$ cat src/rtl/psa_search_sched_pkg.sv
// Shared types and constants for the search-engine job scheduler.
// Job word layout, one-hot FSM encodings and the "no match" sentinel.
package psa_search_sched_pkg;

  localparam int ADDR_W = 8;
  localparam int LEN_W  = 15;
  localparam int TAG_W  = 4;
  localparam int JOB_W  = 3 * ADDR_W + LEN_W + TAG_W;

  localparam logic [LEN_W-1:0] NOT_FOUND_DEF = 15'h00FF;

  localparam logic [3:0] ST_IDLE  = 4'b0001;
  localparam logic [3:0] ST_CLEAR = 4'b0010;
  localparam logic [3:0] ST_RUN   = 4'b0100;
  localparam logic [3:0] ST_RESP  = 4'b1000;

  typedef enum logic [3:0] {
    IDLE  = ST_IDLE,
    CLEAR = ST_CLEAR,
    RUN   = ST_RUN,
    RESP  = ST_RESP
  } state_e;

  typedef struct packed {
    logic [ADDR_W-1:0] p;
    logic [ADDR_W-1:0] pl;
    logic [ADDR_W-1:0] b;
    logic [LEN_W-1:0]  bl;
    logic [TAG_W-1:0]  tag;
  } job_t;

  // Empty pattern or empty block: nothing for the engine to search.
  function automatic logic is_degenerate(input job_t j);
    return (j.pl == '0) || (j.bl == '0);
  endfunction

endpackage

$ cat src/rtl/psa_search_sched_if.sv
// Command and response channels of the scheduler.
// Both channels: a beat transfers on a rising edge where valid && ready; the
// sender keeps valid and its fields stable until that edge, ready may toggle freely.
interface psa_search_sched_if;
  import psa_search_sched_pkg::*;

  logic              cmd_valid;
  logic              cmd_ready;
  logic [ADDR_W-1:0] cmd_p;
  logic [ADDR_W-1:0] cmd_pl;
  logic [ADDR_W-1:0] cmd_b;
  logic [LEN_W-1:0]  cmd_bl;
  logic [TAG_W-1:0]  cmd_tag;

  logic              rsp_valid;
  logic              rsp_ready;
  logic [TAG_W-1:0]  rsp_tag;
  logic [LEN_W-1:0]  rsp_found;
  logic              rsp_hit;
  logic              rsp_timeout;

  modport master (
    output cmd_valid, cmd_p, cmd_pl, cmd_b, cmd_bl, cmd_tag, rsp_ready,
    input  cmd_ready, rsp_valid, rsp_tag, rsp_found, rsp_hit, rsp_timeout
  );

  modport slave (
    input  cmd_valid, cmd_p, cmd_pl, cmd_b, cmd_bl, cmd_tag, rsp_ready,
    output cmd_ready, rsp_valid, rsp_tag, rsp_found, rsp_hit, rsp_timeout
  );

endinterface

$ cat src/rtl/psa_search_sched_cmd_fifo.sv
// Synchronous first-word-fall-through FIFO with asynchronous reset.
// Pushes into a full FIFO and pops from an empty one are ignored.
module psa_cmd_fifo #(
    parameter int W     = 43,
    parameter int DEPTH = 4
) (
    input  logic          clk,
    input  logic          rst,
    input  logic          push,
    input  logic [W-1:0]  wdata,
    input  logic          pop,
    output logic [W-1:0]  rdata,
    output logic          full,
    output logic          empty,
    output logic [$clog2(DEPTH):0] count
);
    localparam int AW = $clog2(DEPTH);
    localparam int CW = AW + 1;

    logic [W-1:0]  mem_q [DEPTH];
    logic [AW-1:0] wr_ptr_q, wr_ptr_d;
    logic [AW-1:0] rd_ptr_q, rd_ptr_d;
    logic [CW-1:0] count_q, count_d;
    logic          do_push, do_pop;

    assign full    = (count_q == CW'(DEPTH));
    assign empty   = (count_q == '0);
    assign count   = count_q;
    assign rdata   = mem_q[rd_ptr_q];
    assign do_push = push && !full;
    assign do_pop  = pop && !empty;

    // DEPTH is a power of two, so pointer overflow is the wrap.
    always_comb begin
        wr_ptr_d = wr_ptr_q;
        rd_ptr_d = rd_ptr_q;
        count_d  = count_q;
        if (do_push) wr_ptr_d = wr_ptr_q + AW'(1);
        if (do_pop)  rd_ptr_d = rd_ptr_q + AW'(1);
        count_d = count_q + CW'(do_push) - CW'(do_pop);
    end

    always_ff @(posedge clk or posedge rst) begin
        if (rst) begin
            wr_ptr_q <= '0;
            rd_ptr_q <= '0;
            count_q  <= '0;
        end else begin
            wr_ptr_q <= wr_ptr_d;
            rd_ptr_q <= rd_ptr_d;
            count_q  <= count_d;
        end
    end

    always_ff @(posedge clk) begin
        if (do_push) mem_q[wr_ptr_q] <= wdata;
    end

endmodule

$ cat src/rtl/psa_search_sched.sv
// Job scheduler for the search engine: queues jobs, runs them one at a time
// (clear, run until done/timeout) and returns a tagged result.
module psa_search_sched
    import psa_search_sched_pkg::*;
#(
    parameter int               CMD_DEPTH      = 4,
    parameter int               TIMEOUT_CYCLES = 1048576,
    parameter int               RST_CYCLES     = 2,
    parameter logic [LEN_W-1:0] NOT_FOUND      = NOT_FOUND_DEF
) (
    input  logic              CLK100MHZ,
    input  logic              reset,
    psa_search_sched_if.slave host,
    output logic              eng_reset,
    output logic              eng_activate,
    output logic [ADDR_W-1:0] eng_p,
    output logic [ADDR_W-1:0] eng_pl,
    output logic [ADDR_W-1:0] eng_b,
    output logic [LEN_W-1:0]  eng_bl,
    input  logic              eng_done,
    input  logic [LEN_W-1:0]  eng_found,
    output logic              busy,
    output logic [3:0]        dbg_state
);
    localparam int TCNT_W = $clog2(TIMEOUT_CYCLES + 1);
    localparam int RCNT_W = $clog2(RST_CYCLES + 1);
    localparam int FCNT_W = $clog2(CMD_DEPTH) + 1;

    state_e             state_q, state_d;
    job_t               job_q, job_d;
    logic [RCNT_W-1:0]  rcnt_q, rcnt_d;
    logic [TCNT_W-1:0]  tcnt_q, tcnt_d;
    logic               eng_reset_q, eng_reset_d;
    logic               eng_act_q, eng_act_d;
    logic               rsp_valid_q, rsp_valid_d;
    logic [TAG_W-1:0]   rsp_tag_q, rsp_tag_d;
    logic [LEN_W-1:0]   rsp_found_q, rsp_found_d;
    logic               rsp_hit_q, rsp_hit_d;
    logic               rsp_timeout_q, rsp_timeout_d;

    logic               fifo_push, fifo_pop, fifo_full, fifo_empty;
    logic [FCNT_W-1:0]  fifo_count;
    job_t               fifo_wdata, fifo_rdata;

    assign fifo_wdata = '{p: host.cmd_p, pl: host.cmd_pl, b: host.cmd_b,
                          bl: host.cmd_bl, tag: host.cmd_tag};
    assign fifo_push  = host.cmd_valid && host.cmd_ready;

    psa_cmd_fifo #(.W(JOB_W), .DEPTH(CMD_DEPTH)) u_cmd_fifo (
        .clk   (CLK100MHZ),
        .rst   (reset),
        .push  (fifo_push),
        .wdata (fifo_wdata),
        .pop   (fifo_pop),
        .rdata (fifo_rdata),
        .full  (fifo_full),
        .empty (fifo_empty),
        .count (fifo_count)
    );

    always_comb begin
        state_d       = state_q;
        job_d         = job_q;
        rcnt_d        = rcnt_q;
        tcnt_d        = tcnt_q;
        eng_reset_d   = eng_reset_q;
        eng_act_d     = eng_act_q;
        rsp_valid_d   = rsp_valid_q;
        rsp_tag_d     = rsp_tag_q;
        rsp_found_d   = rsp_found_q;
        rsp_hit_d     = rsp_hit_q;
        rsp_timeout_d = rsp_timeout_q;
        fifo_pop      = 1'b0;

        case (state_q)
            IDLE: begin
                eng_reset_d = 1'b1;
                eng_act_d   = 1'b0;
                if (!fifo_empty) begin
                    fifo_pop = 1'b1;
                    job_d    = fifo_rdata;
                    if (is_degenerate(fifo_rdata)) begin
                        state_d       = RESP;
                        rsp_valid_d   = 1'b1;
                        rsp_tag_d     = fifo_rdata.tag;
                        rsp_found_d   = NOT_FOUND;
                        rsp_hit_d     = 1'b0;
                        rsp_timeout_d = 1'b0;
                    end else begin
                        state_d = CLEAR;
                        rcnt_d  = '0;
                    end
                end
            end

            CLEAR: begin
                if (rcnt_q == RCNT_W'(RST_CYCLES - 1)) begin
                    state_d     = RUN;
                    eng_reset_d = 1'b0;
                    eng_act_d   = 1'b1;
                    tcnt_d      = '0;
                end else begin
                    rcnt_d = rcnt_q + RCNT_W'(1);
                end
            end

            // Done has priority over the timeout on the same cycle.
            RUN: begin
                if (eng_done) begin
                    state_d       = RESP;
                    eng_act_d     = 1'b0;
                    eng_reset_d   = 1'b1;
                    rsp_valid_d   = 1'b1;
                    rsp_tag_d     = job_q.tag;
                    rsp_found_d   = eng_found;
                    rsp_hit_d     = (eng_found != NOT_FOUND);
                    rsp_timeout_d = 1'b0;
                end else if (tcnt_q == TCNT_W'(TIMEOUT_CYCLES - 1)) begin
                    state_d       = RESP;
                    eng_act_d     = 1'b0;
                    eng_reset_d   = 1'b1;
                    rsp_valid_d   = 1'b1;
                    rsp_tag_d     = job_q.tag;
                    rsp_found_d   = NOT_FOUND;
                    rsp_hit_d     = 1'b0;
                    rsp_timeout_d = 1'b1;
                end else if (tcnt_q != {TCNT_W{1'b1}}) begin
                    tcnt_d = tcnt_q + TCNT_W'(1);
                end
            end

            RESP: begin
                eng_act_d   = 1'b0;
                eng_reset_d = 1'b1;
                if (host.rsp_ready) begin
                    rsp_valid_d = 1'b0;
                    state_d     = IDLE;
                end
            end

            default: begin
                state_d     = IDLE;
                eng_act_d   = 1'b0;
                eng_reset_d = 1'b1;
                rsp_valid_d = 1'b0;
            end
        endcase
    end

    always_ff @(posedge CLK100MHZ or posedge reset) begin
        if (reset) begin
            state_q       <= IDLE;
            job_q         <= '0;
            rcnt_q        <= '0;
            tcnt_q        <= '0;
            eng_reset_q   <= 1'b1;
            eng_act_q     <= 1'b0;
            rsp_valid_q   <= 1'b0;
            rsp_tag_q     <= '0;
            rsp_found_q   <= '0;
            rsp_hit_q     <= 1'b0;
            rsp_timeout_q <= 1'b0;
        end else begin
            state_q       <= state_d;
            job_q         <= job_d;
            rcnt_q        <= rcnt_d;
            tcnt_q        <= tcnt_d;
            eng_reset_q   <= eng_reset_d;
            eng_act_q     <= eng_act_d;
            rsp_valid_q   <= rsp_valid_d;
            rsp_tag_q     <= rsp_tag_d;
            rsp_found_q   <= rsp_found_d;
            rsp_hit_q     <= rsp_hit_d;
            rsp_timeout_q <= rsp_timeout_d;
        end
    end

    assign host.cmd_ready   = !fifo_full;
    assign host.rsp_valid   = rsp_valid_q;
    assign host.rsp_tag     = rsp_tag_q;
    assign host.rsp_found   = rsp_found_q;
    assign host.rsp_hit     = rsp_hit_q;
    assign host.rsp_timeout = rsp_timeout_q;

    assign eng_reset    = eng_reset_q;
    assign eng_activate = eng_act_q;
    assign eng_p        = job_q.p;
    assign eng_pl       = job_q.pl;
    assign eng_b        = job_q.b;
    assign eng_bl       = job_q.bl;

    assign busy      = (state_q != IDLE) || (fifo_count != '0);
    assign dbg_state = state_q;

endmodule

$ cat src/flat_wrapper.sv
// flat-port wrapper written by rule: the top's interface ports become plain ports
module psa_search_sched_flat import psa_search_sched_pkg::*;
#(
    parameter int               CMD_DEPTH      = 4,
    parameter int               TIMEOUT_CYCLES = 1048576,
    parameter int               RST_CYCLES     = 2,
    parameter logic [LEN_W-1:0] NOT_FOUND      = NOT_FOUND_DEF
)
  (CLK100MHZ, reset, eng_reset, eng_activate, eng_p, eng_pl, eng_b, eng_bl, eng_done, eng_found, busy, dbg_state, host_cmd_valid, host_cmd_p, host_cmd_pl, host_cmd_b, host_cmd_bl, host_cmd_tag, host_rsp_ready, host_cmd_ready, host_rsp_valid, host_rsp_tag, host_rsp_found, host_rsp_hit, host_rsp_timeout);
  psa_search_sched_if host_i ();
  input  logic CLK100MHZ;
  input  logic reset;
  output logic eng_reset;
  output logic eng_activate;
  output logic [ADDR_W-1:0] eng_p;
  output logic [ADDR_W-1:0] eng_pl;
  output logic [ADDR_W-1:0] eng_b;
  output logic [LEN_W-1:0] eng_bl;
  input  logic eng_done;
  input  logic [LEN_W-1:0] eng_found;
  output logic busy;
  output logic [3:0] dbg_state;
  input wire logic [$bits(host_i.cmd_valid)-1:0] host_cmd_valid;
  input wire logic [$bits(host_i.cmd_p)-1:0] host_cmd_p;
  input wire logic [$bits(host_i.cmd_pl)-1:0] host_cmd_pl;
  input wire logic [$bits(host_i.cmd_b)-1:0] host_cmd_b;
  input wire logic [$bits(host_i.cmd_bl)-1:0] host_cmd_bl;
  input wire logic [$bits(host_i.cmd_tag)-1:0] host_cmd_tag;
  input wire logic [$bits(host_i.rsp_ready)-1:0] host_rsp_ready;
  output wire logic [$bits(host_i.cmd_ready)-1:0] host_cmd_ready;
  output wire logic [$bits(host_i.rsp_valid)-1:0] host_rsp_valid;
  output wire logic [$bits(host_i.rsp_tag)-1:0] host_rsp_tag;
  output wire logic [$bits(host_i.rsp_found)-1:0] host_rsp_found;
  output wire logic [$bits(host_i.rsp_hit)-1:0] host_rsp_hit;
  output wire logic [$bits(host_i.rsp_timeout)-1:0] host_rsp_timeout;
  assign host_i.cmd_valid = host_cmd_valid;
  assign host_i.cmd_p = host_cmd_p;
  assign host_i.cmd_pl = host_cmd_pl;
  assign host_i.cmd_b = host_cmd_b;
  assign host_i.cmd_bl = host_cmd_bl;
  assign host_i.cmd_tag = host_cmd_tag;
  assign host_i.rsp_ready = host_rsp_ready;
  assign host_cmd_ready = host_i.cmd_ready;
  assign host_rsp_valid = host_i.rsp_valid;
  assign host_rsp_tag = host_i.rsp_tag;
  assign host_rsp_found = host_i.rsp_found;
  assign host_rsp_hit = host_i.rsp_hit;
  assign host_rsp_timeout = host_i.rsp_timeout;
  psa_search_sched #(.CMD_DEPTH(CMD_DEPTH), .TIMEOUT_CYCLES(TIMEOUT_CYCLES), .RST_CYCLES(RST_CYCLES), .NOT_FOUND(NOT_FOUND)) u_core (.CLK100MHZ(CLK100MHZ), .reset(reset), .host(host_i), .eng_reset(eng_reset), .eng_activate(eng_activate), .eng_p(eng_p), .eng_pl(eng_pl), .eng_b(eng_b), .eng_bl(eng_bl), .eng_done(eng_done), .eng_found(eng_found), .busy(busy), .dbg_state(dbg_state));
endmodule
$ cat config.mk
export PLATFORM = sky130hd
export DESIGN_NAME = psa_search_sched_flat
export DESIGN_NICKNAME = d
export VERILOG_FILES = /design/src/rtl/psa_search_sched_pkg.sv /design/src/rtl/psa_search_sched_if.sv /design/src/rtl/psa_search_sched_cmd_fifo.sv /design/src/rtl/psa_search_sched.sv /design/src/flat_wrapper.sv
export SDC_FILE = /design/constraint.sdc
export NUM_CORES = 1
export LEC_CHECK = 0
export ABC_AREA = 1
export BUFFER_PORTS_ARGS = -buffer_cell sky130_fd_sc_hd__buf_2
export CAP_MARGIN = 20
export CORE_ASPECT_RATIO = 2
export CORE_MARGIN = 2
export CORE_UTILIZATION = 41
export DETAILED_ROUTE_END_ITERATION = 7
export SLEW_MARGIN = 20
export SYNTH_ARGS = -nofsm -noshare
export SYNTH_HDL_FRONTEND = slang
export SYNTH_HIERARCHICAL = 1
export SYNTH_SLANG_ARGS = --single-unit
$ cat constraint.sdc
create_clock -name CLK100MHZ -period 3.88 [get_ports CLK100MHZ]
set_input_delay 1.164 -clock CLK100MHZ [delete_from_list [all_inputs] [get_ports CLK100MHZ]]
set_output_delay 1.164 -clock CLK100MHZ [all_outputs]
set_load 0.05 [all_outputs]
==> metrics.txt <==
outcome complete, no violations; Core ar. 29000 um^2; CTS tree built; Setup violations, final 0; Clock Latency Late Sink 0.53 ns; DR vias/cell 4.92; initial core utilization 41.7%; LEAKAGE 5.80 nW; number of remaining DRC errors 0; skew final 0.0102 ns; fin worst setup slack 0.630 ns; number of diodes 0; Crit Path Max Fanout 38; Post-DP Area 12800 um^2; crit start category flip-flop; Final ANT Viol Nets 0; Synth-to-Final Area Change 12.5%; Max-cap violations 0; Ports 132; drt pass-1 iters 5; Worst Path Required 4.35 ns; syn nets 1222; post-synthesis cell count 1150; layout cells sized above 1 21.3%; period utilisation layout 83.8%; fmax 0.308 GHz; Post-CTS Resized 0; grt ovf 0; hpwl dp 18600 um; Worst Path Arrival 3.72 ns; Synth warnings 6; Max stage delay on crit path 0.67 ns; GRT Total Usage 17.5%; clk root buf clkbuf_16; Unique masters post-synth 37; WL per Instance 16.7 um; Die X 125 um; TritonCTS Buffers 25; Fin. Hold Viols 0; post-CTS setup buffers 0; CTS Sinks 273; Clock Tree Buf Depth 3; largest net degree at the start of global routing 70; row cnt 88; CP most frequent cell nand2_1; Design Area, Final 13600 um^2; Die Footprint 30900 um^2; slowest stage cell on the critical path dfrtp_4; Worst VDD drop 0.529 mV; gp weighted congestion 0.820; Power Dens Cells 831 nW/um^2; final wirelength 27100 um; commonest non-fill, non-tap cell in the layout nand2_1; Slew headroom 45.5%; Crit Path Category flip-flop to flip-flop; antenna violations before repair 3; Worst-Margin Slew 0.815 ns; CP Capture Type flip-flop; max-slew violation count 0; most frequent cells in the layout nand2_1, edfxtp_1, nor2_1; dpl ws 0.634 ns; Min-Delay Path Class flip-flop to flip-flop; IO Port Bufs 131; worst-path cell chain inv_2 > buf_4 > o21ai_0 > nand2_1 > nor2_1 > nand2_1 > nor2_1 > nand2_1 > nand3_1 > nand2_1 > nor2_8 > nand2_1 > nand2_1; via count 7959; first-pass GRT wire length 42400 um; CTS Hold Bufs 0; Clk pin slew, worst setup/hold paths 0.07 ns; 1st-iter DRT viols 495; CTS H-tree lvls 1; fin nets 1313; vias in the first global route 7978; Die Y 247 um; RSZ-0062 raised after global routing false; #FFs+latches synth 273; Seq/Total Area, Yosys 63.8%; Mapped Area 12100 um^2; mean post-synth cell area 10.5 um^2; Final TNS setup 0 ns; min Tclk post-route 3.25 ns
-- path summary, 6_finish.rpt --
check	from	to	slack [ns]	cells after the start
max reg2reg	u_core/u_cmd_fifo/rd_ptr_q[0]$_DFFE_PP0P_	u_core/host.rsp_found[2]$_DFFE_PP0P_	0.63	13
min	u_core/host.rsp_found[10]$_DFFE_PP0P_	u_core/host.rsp_found[10]$_DFFE_PP0P_	0.48	2
min reg2reg	u_core/host.rsp_found[10]$_DFFE_PP0P_	u_core/host.rsp_found[10]$_DFFE_PP0P_	0.48	2
min in group asynchronous	reset	u_core/u_cmd_fifo/count[0]$_DFF_PP0_	0.62	2
max in group asynchronous	reset	u_core/eng_bl[5]$_DFFE_PP0P_	2.40	3
max	u_core/u_cmd_fifo/rd_ptr_q[0]$_DFFE_PP0P_	u_core/host.rsp_found[2]$_DFFE_PP0P_	0.63	13
-- synth_stat cells --
master,n,share of area [%]
and2_1,1,0.052
ha_1,8,0.83
nand2_4,1,0.093
buf_6,16,1.5
nor2_1,143,4.4
nor4_1,1,0.052
nand2_2,3,0.16
inv_2,3,0.093
fa_1,1,0.17
buf_4,42,2.6
inv_1,89,2.8
nor2_2,4,0.21
mux2_2,38,3.5
nand3b_1,2,0.12
o21ai_1,13,0.54
dfrtp_1,99,21
clkbuf_2,1,0.041
dfstp_2,2,0.44
xor2_1,4,0.29
nand4_1,8,0.41
o21ai_2,9,0.65
o21bai_1,1,0.062
nand2_1,296,9.2
buf_1,3,0.093
nand3_2,3,0.25
or2_2,11,0.57
clkbuf_1,13,0.40
edfxtp_1,172,43
nor3_1,3,0.12
nor2_8,1,0.17
o21a_1,2,0.12
xnor2_1,3,0.22
buf_2,8,0.33
o21ai_0,109,4.5
nand3_1,34,1.4
a21oi_2,1,0.073
clkinv_1,2,0.062
-- registers in the layout, summed over array words and instances, names as in the netlist, 3 cells and up --
| name | count |
|---|---|
| u_core/dbg_state | 4 |
| u_core/eng_b | 8 |
| u_core/eng_bl | 15 |
| u_core/eng_p | 8 |
| u_core/eng_pl | 8 |
| u_core/host.rsp_found | 15 |
| u_core/host.rsp_tag | 4 |
| u_core/job_q | 4 |
| u_core/tcnt_q | 21 |
| u_core/u_cmd_fifo/count | 3 |
| u_core/u_cmd_fifo/mem_q | 172 |
-- layout make-up --
type / count / area [um^2]
clock buffer: 30 / 654
clock inverter: 14 / 130
fill: 2660 / 15400
inverter: 94 / 355
multi-input combinational: 700 / 3450
sequential: 273 / 7700
tap: 360 / 450
timing repair buffer: 147 / 826
-- metrics by stage --
| stage | std cells | utilization (%) | hold slack [ns] | total power, mW |
|---|---|---|---|---|
| CTS | 1618 | 46.9 | 0.483 | 11.4 |
| finish | 1618 | 46.9 | 0.476 | 11.3 |
| detailed placement | 1574 | 44.1 | 0.468 | 9.00 |
| global placement | 1574 | 44.1 | 0.457 | 8.92 |
| global route | 1618 | 46.9 | 0.509 | 12.0 |
| floorplan | 1150 | - | 0.449 | 8.12 |
-- metal layers --
layer / up-vias / GRT usage, % / part of all wire, %
met3: 52 / 2.17 / 3.8
met5: - / 0 / 0.018
met4: 2 / 7.03 / 3.2
met2: 177 / 35.1 / 57
li1: 3914 / - / -
met1: 3814 / 17.9 / 36
-- cells by family (layout without fill, tap and decap cells) --
family,after synthesis,count (layout),synth area share (%)
adder cells (fa/ha/maj),9,9,0.996
XOR/XNOR,7,7,0.508
buffers and inverters,177,285,7.90
AND/OR/NAND/NOR,511,511,17.3
AO/OA/AOI/OAI,135,135,5.97
multiplexers,38,38,3.55
flip-flops,273,273,63.8
-- report_power, final --
part | switching (mW) | internal, mW
Combinational | 3.30 | 1.26
Clock | 1.06 | 1.34
Sequential | 0.377 | 3.94
-- critical path: cells and delay by family, from the launching register on --
kind	cells	cell delay [ns]
simple gates	10	1.76
flops	1	0.67
buf+inv	2	0.54
compound gates	1	0.19
Power figures use the tool's default switching activity.
